File: config.mk
export PLATFORM = sky130hd
export DESIGN_NAME = aes128_iter_core
export DESIGN_NICKNAME = d
export VERILOG_FILES = /design/src/rtl/aes128_iter_core.sv
export SDC_FILE = /design/constraint.sdc
export NUM_CORES = 2
export LEC_CHECK = 0
export ABC_CLOCK_PERIOD_IN_PS = 20200
export CAP_MARGIN = 0
export CORE_MARGIN = 5
export CORE_UTILIZATION = 54
export DETAILED_ROUTE_END_ITERATION = 8
export GPL_TIMING_DRIVEN = 1
export PLACE_DENSITY = 0.86
export RECOVER_POWER = 100
export SYNTH_ARGS = -nofsm -noshare
export SYNTH_HDL_FRONTEND = slang
export SYNTH_SLANG_ARGS = --single-unit
File: constraint.sdc
create_clock -name clock -period 20.2 [get_ports clock]
set_input_delay 3.03 -clock clock [delete_from_list [all_inputs] [get_ports clock]]
set_output_delay 3.03 -clock clock [all_outputs]
set_load 0.02 [all_outputs]
File: src/rtl/aes128_iter_core.sv
// Iterative AES-128 encryption core; SubBytes and SubWord share SBOX_LANES S-box lanes.
// Optional round tap ports (round_valid/round_idx/round_state) are enabled by defining AES_ROUND_TAP_EN.
module aes128_iter_core #(
    parameter int SBOX_LANES = 1
) (
    input  logic         clock,
    input  logic         reset,
    input  logic         in_valid,
    output logic         in_ready,
    input  logic [127:0] in_text,
    input  logic [127:0] in_key,
    output logic         out_valid,
    input  logic         out_ready,
    output logic [127:0] out_text,
    output logic         busy
`ifdef AES_ROUND_TAP_EN
    ,
    output logic         round_valid,
    output logic [3:0]   round_idx,
    output logic [127:0] round_state
`endif
);

    // state | meaning
    // IDLE  | waiting for a block, in_ready high
    // INIT  | initial AddRoundKey
    // SUB   | SubBytes, SBOX_LANES bytes per cycle
    // KEY   | SubWord(RotWord(w3)) on the shared lanes
    // MIX   | ShiftRows, MixColumns, AddRoundKey, key expansion
    // DONE  | ciphertext held until out_ready

    generate
        if (!(SBOX_LANES == 1 || SBOX_LANES == 2 || SBOX_LANES == 4 ||
              SBOX_LANES == 8 || SBOX_LANES == 16)) begin : g_bad_lanes
            $error("aes128_iter_core: SBOX_LANES must be 1, 2, 4, 8 or 16");
        end
    endgenerate

    localparam int L        = SBOX_LANES;
    localparam int KL       = (L < 4) ? L : 4;
    localparam int SUB_CYC  = 16 / L;
    localparam int KEY_CYC  = 4 / KL;
    localparam logic [3:0] SUB_LOAD = 4'(SUB_CYC - 1);
    localparam logic [3:0] KEY_LOAD = 4'(KEY_CYC - 1);

    typedef enum logic [2:0] {S_IDLE, S_INIT, S_SUB, S_KEY, S_MIX, S_DONE} state_t;

    state_t       fsm;
    logic [127:0] st;
    logic [127:0] rk;
    logic [31:0]  sw;
    logic [3:0]   round;
    logic [7:0]   rcon;
    logic [3:0]   cnt;

    function automatic logic [7:0] xtime(input logic [7:0] b);
        return {b[6:0], 1'b0} ^ (b[7] ? 8'h1b : 8'h00);
    endfunction

    function automatic logic [7:0] gmul(input logic [7:0] a, input logic [7:0] b);
        logic [7:0] p;
        logic [7:0] x;
        p = 8'h00;
        x = a;
        for (int k = 0; k < 8; k++) begin
            if (b[k]) p = p ^ x;
            x = xtime(x);
        end
        return p;
    endfunction

    // S-box computed as GF(2^8) inverse (x^254) followed by the affine map.
    function automatic logic [7:0] sbox(input logic [7:0] x);
        logic [7:0] x2, x3, x6, x12, x15, x30, x60, x120, x240, x252, v;
        x2   = gmul(x, x);
        x3   = gmul(x2, x);
        x6   = gmul(x3, x3);
        x12  = gmul(x6, x6);
        x15  = gmul(x12, x3);
        x30  = gmul(x15, x15);
        x60  = gmul(x30, x30);
        x120 = gmul(x60, x60);
        x240 = gmul(x120, x120);
        x252 = gmul(x240, x12);
        v    = gmul(x252, x2);
        return v ^ {v[6:0], v[7]} ^ {v[5:0], v[7:6]} ^ {v[4:0], v[7:5]} ^
               {v[3:0], v[7:4]} ^ 8'h63;
    endfunction

    function automatic logic [127:0] shift_rows(input logic [127:0] s);
        logic [127:0] o;
        o = '0;
        for (int c = 0; c < 4; c++) begin
            for (int r = 0; r < 4; r++) begin
                o[127-8*(4*c+r) -: 8] = s[127-8*(4*((c+r)%4)+r) -: 8];
            end
        end
        return o;
    endfunction

    function automatic logic [31:0] mix_col(input logic [31:0] c);
        logic [7:0] a0, a1, a2, a3;
        a0 = c[31:24];
        a1 = c[23:16];
        a2 = c[15:8];
        a3 = c[7:0];
        return {xtime(a0) ^ xtime(a1) ^ a1 ^ a2 ^ a3,
                a0 ^ xtime(a1) ^ xtime(a2) ^ a2 ^ a3,
                a0 ^ a1 ^ xtime(a2) ^ xtime(a3) ^ a3,
                xtime(a0) ^ a0 ^ a1 ^ a2 ^ xtime(a3)};
    endfunction

    function automatic logic [127:0] mix_columns(input logic [127:0] s);
        logic [127:0] o;
        o = '0;
        for (int c = 0; c < 4; c++) begin
            o[127-32*c -: 32] = mix_col(s[127-32*c -: 32]);
        end
        return o;
    endfunction

    logic [7:0]   lane_in  [L];
    logic [7:0]   lane_out [L];
    logic [127:0] sub_next;
    logic [31:0]  key_next;
    logic [31:0]  rot_w3;
    logic [31:0]  w0n, w1n, w2n, w3n;
    logic [127:0] rk_next;
    logic [127:0] sr;
    logic [127:0] mix_result;

    // In KEY the first KL lanes are borrowed for SubWord; otherwise every lane serves st.
    for (genvar j = 0; j < L; j++) begin : g_lane
        if (j < KL) begin : g_shared
            assign lane_in[j] = (fsm == S_KEY) ? sw[31-8*j -: 8] : st[127-8*j -: 8];
        end else begin : g_state_only
            assign lane_in[j] = st[127-8*j -: 8];
        end
        assign lane_out[j] = sbox(lane_in[j]);
    end

    // Rotating by L bytes per cycle returns st to its original byte order after 16/L cycles.
    for (genvar i = 0; i < 16; i++) begin : g_sub
        if (i < 16 - L) begin : g_shift
            assign sub_next[127-8*i -: 8] = st[127-8*(i+L) -: 8];
        end else begin : g_fill
            assign sub_next[127-8*i -: 8] = lane_out[i-(16-L)];
        end
    end

    for (genvar i = 0; i < 4; i++) begin : g_key
        if (i < 4 - KL) begin : g_shift
            assign key_next[31-8*i -: 8] = sw[31-8*(i+KL) -: 8];
        end else begin : g_fill
            assign key_next[31-8*i -: 8] = lane_out[i-(4-KL)];
        end
    end

    assign rot_w3     = {rk[23:0], rk[31:24]};
    assign w0n        = rk[127:96] ^ sw ^ {rcon, 24'h000000};
    assign w1n        = rk[95:64] ^ w0n;
    assign w2n        = rk[63:32] ^ w1n;
    assign w3n        = rk[31:0] ^ w2n;
    assign rk_next    = {w0n, w1n, w2n, w3n};
    assign sr         = shift_rows(st);
    assign mix_result = ((round == 4'd10) ? sr : mix_columns(sr)) ^ rk_next;

    always_ff @(posedge clock) begin
        if (reset) begin
            fsm       <= S_IDLE;
            st        <= '0;
            rk        <= '0;
            sw        <= '0;
            round     <= 4'd0;
            rcon      <= 8'h01;
            cnt       <= 4'd0;
            out_text  <= '0;
            out_valid <= 1'b0;
            busy      <= 1'b0;
            in_ready  <= 1'b1;
        end else begin
            case (fsm)
                S_IDLE: begin
                    if (in_valid && in_ready) begin
                        st       <= in_text;
                        rk       <= in_key;
                        in_ready <= 1'b0;
                        busy     <= 1'b1;
                        fsm      <= S_INIT;
                    end
                end
                S_INIT: begin
                    st    <= st ^ rk;
                    round <= 4'd1;
                    rcon  <= 8'h01;
                    cnt   <= SUB_LOAD;
                    fsm   <= S_SUB;
                end
                S_SUB: begin
                    st <= sub_next;
                    sw <= rot_w3;
                    if (cnt == 4'd0) begin
                        cnt <= KEY_LOAD;
                        fsm <= S_KEY;
                    end else begin
                        cnt <= cnt - 4'd1;
                    end
                end
                S_KEY: begin
                    sw <= key_next;
                    if (cnt == 4'd0) begin
                        fsm <= S_MIX;
                    end else begin
                        cnt <= cnt - 4'd1;
                    end
                end
                S_MIX: begin
                    st    <= mix_result;
                    rk    <= rk_next;
                    rcon  <= xtime(rcon);
                    round <= round + 4'd1;
                    if (round == 4'd10) begin
                        out_text  <= mix_result;
                        out_valid <= 1'b1;
                        fsm       <= S_DONE;
                    end else begin
                        cnt <= SUB_LOAD;
                        fsm <= S_SUB;
                    end
                end
                S_DONE: begin
                    if (out_ready) begin
                        out_valid <= 1'b0;
                        in_ready  <= 1'b1;
                        busy      <= 1'b0;
                        fsm       <= S_IDLE;
                    end
                end
                default: begin
                    fsm <= S_IDLE;
                end
            endcase
        end
    end

`ifdef AES_ROUND_TAP_EN
    always_ff @(posedge clock) begin
        if (reset) begin
            round_valid <= 1'b0;
            round_idx   <= 4'd0;
            round_state <= '0;
        end else begin
            round_valid <= (fsm == S_MIX);
            if (fsm == S_MIX) begin
                round_idx   <= round;
                round_state <= mix_result;
            end
        end
    end
`endif

endmodule

==> flow_summary.ini <==
[global_route]
first_global_vias = 40276
track_usage_pct = 39.5
grt_pass1_wl_microns = 260000
grt_max_degree = 201
grt_overflow = 0
antenna_found_initial = 6

[outcome]
status = finished with violations
failed_checks = max-capacitance violations, max-slew violations

[place]
gp_congestion = 1.06
hpwl_microns = 130000
io_buffers = 390

[sta]
max_slew_margin_pct = -254
hold_violations = 0
drv_slew = 758
period_share_pct = 95.6
fin_crit_ns = 19.31
setup_viol = 0
worst_slew_pin_slew_ns = 5.31
timing.fmax_mhz = 51.8
whs_ns = 0.449
setup_tns_ns = 0
clock_skew_ns = 0.0351

[logic_synthesis]
synth_edf_count = 0
synth_top_area_share_pct = 20.6
postSynthCellCount = 5576
seq_area_frac_synth_pct = 20.6
yosysUniqueCellTypes = 106
syn_area_sq_mm = 0.0425
synthFlopType = dfxtp_1
async_flop_share_pct = 0
synth_area_leaders = dfxtp_1 21%, xnor2_1 15%, xor2_1 11%
yosys-top-cells-count = 746 x xnor2_1, 681 x nand2_1, 607 x nor2_1, 527 x xor2_1, 483 x o21ai_0
syn_avg_cell_area_sq_um = 7.62
synth-seq-cells = 438
yosysWarnings = 0
yosysTopAreaCell = dfxtp_1
yosysMostFrequentCell = xnor2_1
synthesis.nets = 5847

[floorplanning]
num_io_pins = 391
fp.dieW_microns = 291
die_area_sq_mm = 0.0844
placementRows = 102
die_h_microns = 291
core_sq_mm = 0.0777
initial_core_util_pct = 54.7

[detailed_routing]
via_per_inst = 6.50
wirelength_microns = 179000
route.detailed.drc = 0
drt-initial-drc-count = 7011
antenna_left = 0
post_drt_wl_per_cell_microns = 26.5
drt_first_pass_iters = 9
via_count = 44060

[clocking]
cts_num_sinks = 438
cts_tree = done
cts_buffers = 47
cts_hold_buffers = 0
clockBufferDepth = 3
clockRootBuffer = clkbuf_16
cts.htree.levels = 2
worstSkewPairLatency_ns = 0.60
clk_pin_slew_ns = 0.06

[setup_path]
max_stage_delay_ns = 0.85
arrival_ns = 19.79
critPathBufInv = 5
crit_top_cell = xnor2_1
critPathKind = reg -> reg
crit_path_max_fanout = 17
cp-start-kind = register
crit_slowest_cell = dfxtp_1
critPathTopFamily = XOR/XNOR gates
cp-end-kind = register
critPathRequiredTime_ns = 20.68

[finish]
syn_to_final_growth_pct = 15.3
drive_gt1_share_pct = 7.39
nets = 5973

[hold_path]
hold_path_class = reg -> reg

[job]
max-cap-violations = 11
==> logic make-up (layout without fill, tap and decap cells) <==
kind of cell | count (synthesis) | in the layout | synth area share (%)
simple gates | 1626 | 1626 | 16.1
xor+xnor | 1432 | 1432 | 34.3
compound gates | 1386 | 1386 | 20.5
buf+inv | 572 | 734 | 5.41
flops | 438 | 438 | 20.6
mux | 111 | 111 | 2.74
fa+ha+maj | 11 | 11 | 0.324
other cells | 0 | 2 | 0
==> cell usage in the layout, fill, tap and decap left out, types with 19 or more instances in the layout <==
| cell type | count |
|---|---|
| dfxtp_1 | 437 |
| clkbuf_1 | 19 |
| clkdlybuf4s50_1 | 257 |
| buf_4 | 205 |
| o22ai_1 | 57 |
| nand2_1 | 680 |
| inv_1 | 34 |
| a221oi_1 | 123 |
| clkbuf_16 | 48 |
| xor2_1 | 525 |
| nor3b_1 | 29 |
| nor3_1 | 120 |
| a31oi_1 | 20 |
| nand3_1 | 51 |
| dlygate4sd3_1 | 132 |
| xnor2_2 | 39 |
| a211oi_1 | 117 |
| nand2b_1 | 28 |
| nor2b_1 | 21 |
| o21ai_0 | 482 |
| xnor2_1 | 728 |
| o211ai_1 | 107 |
| a21oi_1 | 318 |
| a222oi_1 | 24 |
| nor2_1 | 607 |
| mux2i_1 | 94 |
| xnor3_1 | 101 |
==> cell type report <==
type                    count  area (sq um)
multi-input cells        4566         31700
fillers                  6736         28700
flip-flops and latches    438          8770
repair buffers            605          5510
clock buffers              64          1310
well taps                1040          1300
clock inverters            21           250
inverters                  44           168
diodes                      2          5.00
==> metrics by stage <==
stage | utilization, % | instance area (sq um) | cells | worst slack [ns]
CTS | 62.8 | 48800 | 6764 | 0.0142
finish | 63.0 | 49000 | 6780 | 0.886
floorplan | - | 42500 | 5576 | 0.541
global route | 63.0 | 49000 | 6778 | -0.0827
detailed placement | 60.7 | 47200 | 6679 | -0.0944
global placement | 60.7 | 47200 | 6679 | 0.352
==> what timing repair did <==
action	in CTS	in global routing
resized for setup	3	23
buffers inserted	0	14
hold endpoints to repair	0	0
setup endpoints to repair	12	16
pin swaps	0	5
==> state kept, by name, summed over array words and instances, names as in the netlist <==
| register | flops |
|---|---|
| cnt | 4 |
| busy | 1 |
| round | 4 |
| in_ready | 1 |
| st | 128 |
| rk | 128 |
| out_valid | 1 |
| rcon | 8 |
| sw | 32 |
| out_text | 128 |
| fsm | 3 |
==> layer usage <==
metal	routed length [microns]	GRT usage, %
met1	63900	49.8
met2	75000	59.9
met3	23800	9.56
met4	16700	26.7
met5	27	0
==> worst paths after layout <==
path | start | end | slack (ns) | cells past startpoint
setup / recovery | st[125] | sw[0] | 0.89 | 65
hold / removal | out_text[38] | out_text[38] | 0.45 | 2
setup reg to reg | st[125] | sw[0] | 0.89 | 65
hold reg to reg | out_text[38] | out_text[38] | 0.45 | 2
==> worst register-to-register path: cells and delay by family, from the launching register on <==
kind,cells,cell delay [ns]
adders and majority gates,6,2.19
and+or+nand+nor,8,1.42
xor gates and xnor gates,34,10.62
DFF,1,0.85
buffers and inverters,5,0.94
muxes,3,0.76
AOI/OAI and AO/OA,9,2.44
Power is left out: the tool's default activity adds up to more than one toggle a clock period on the data nets, which glitch-free logic cannot reach.
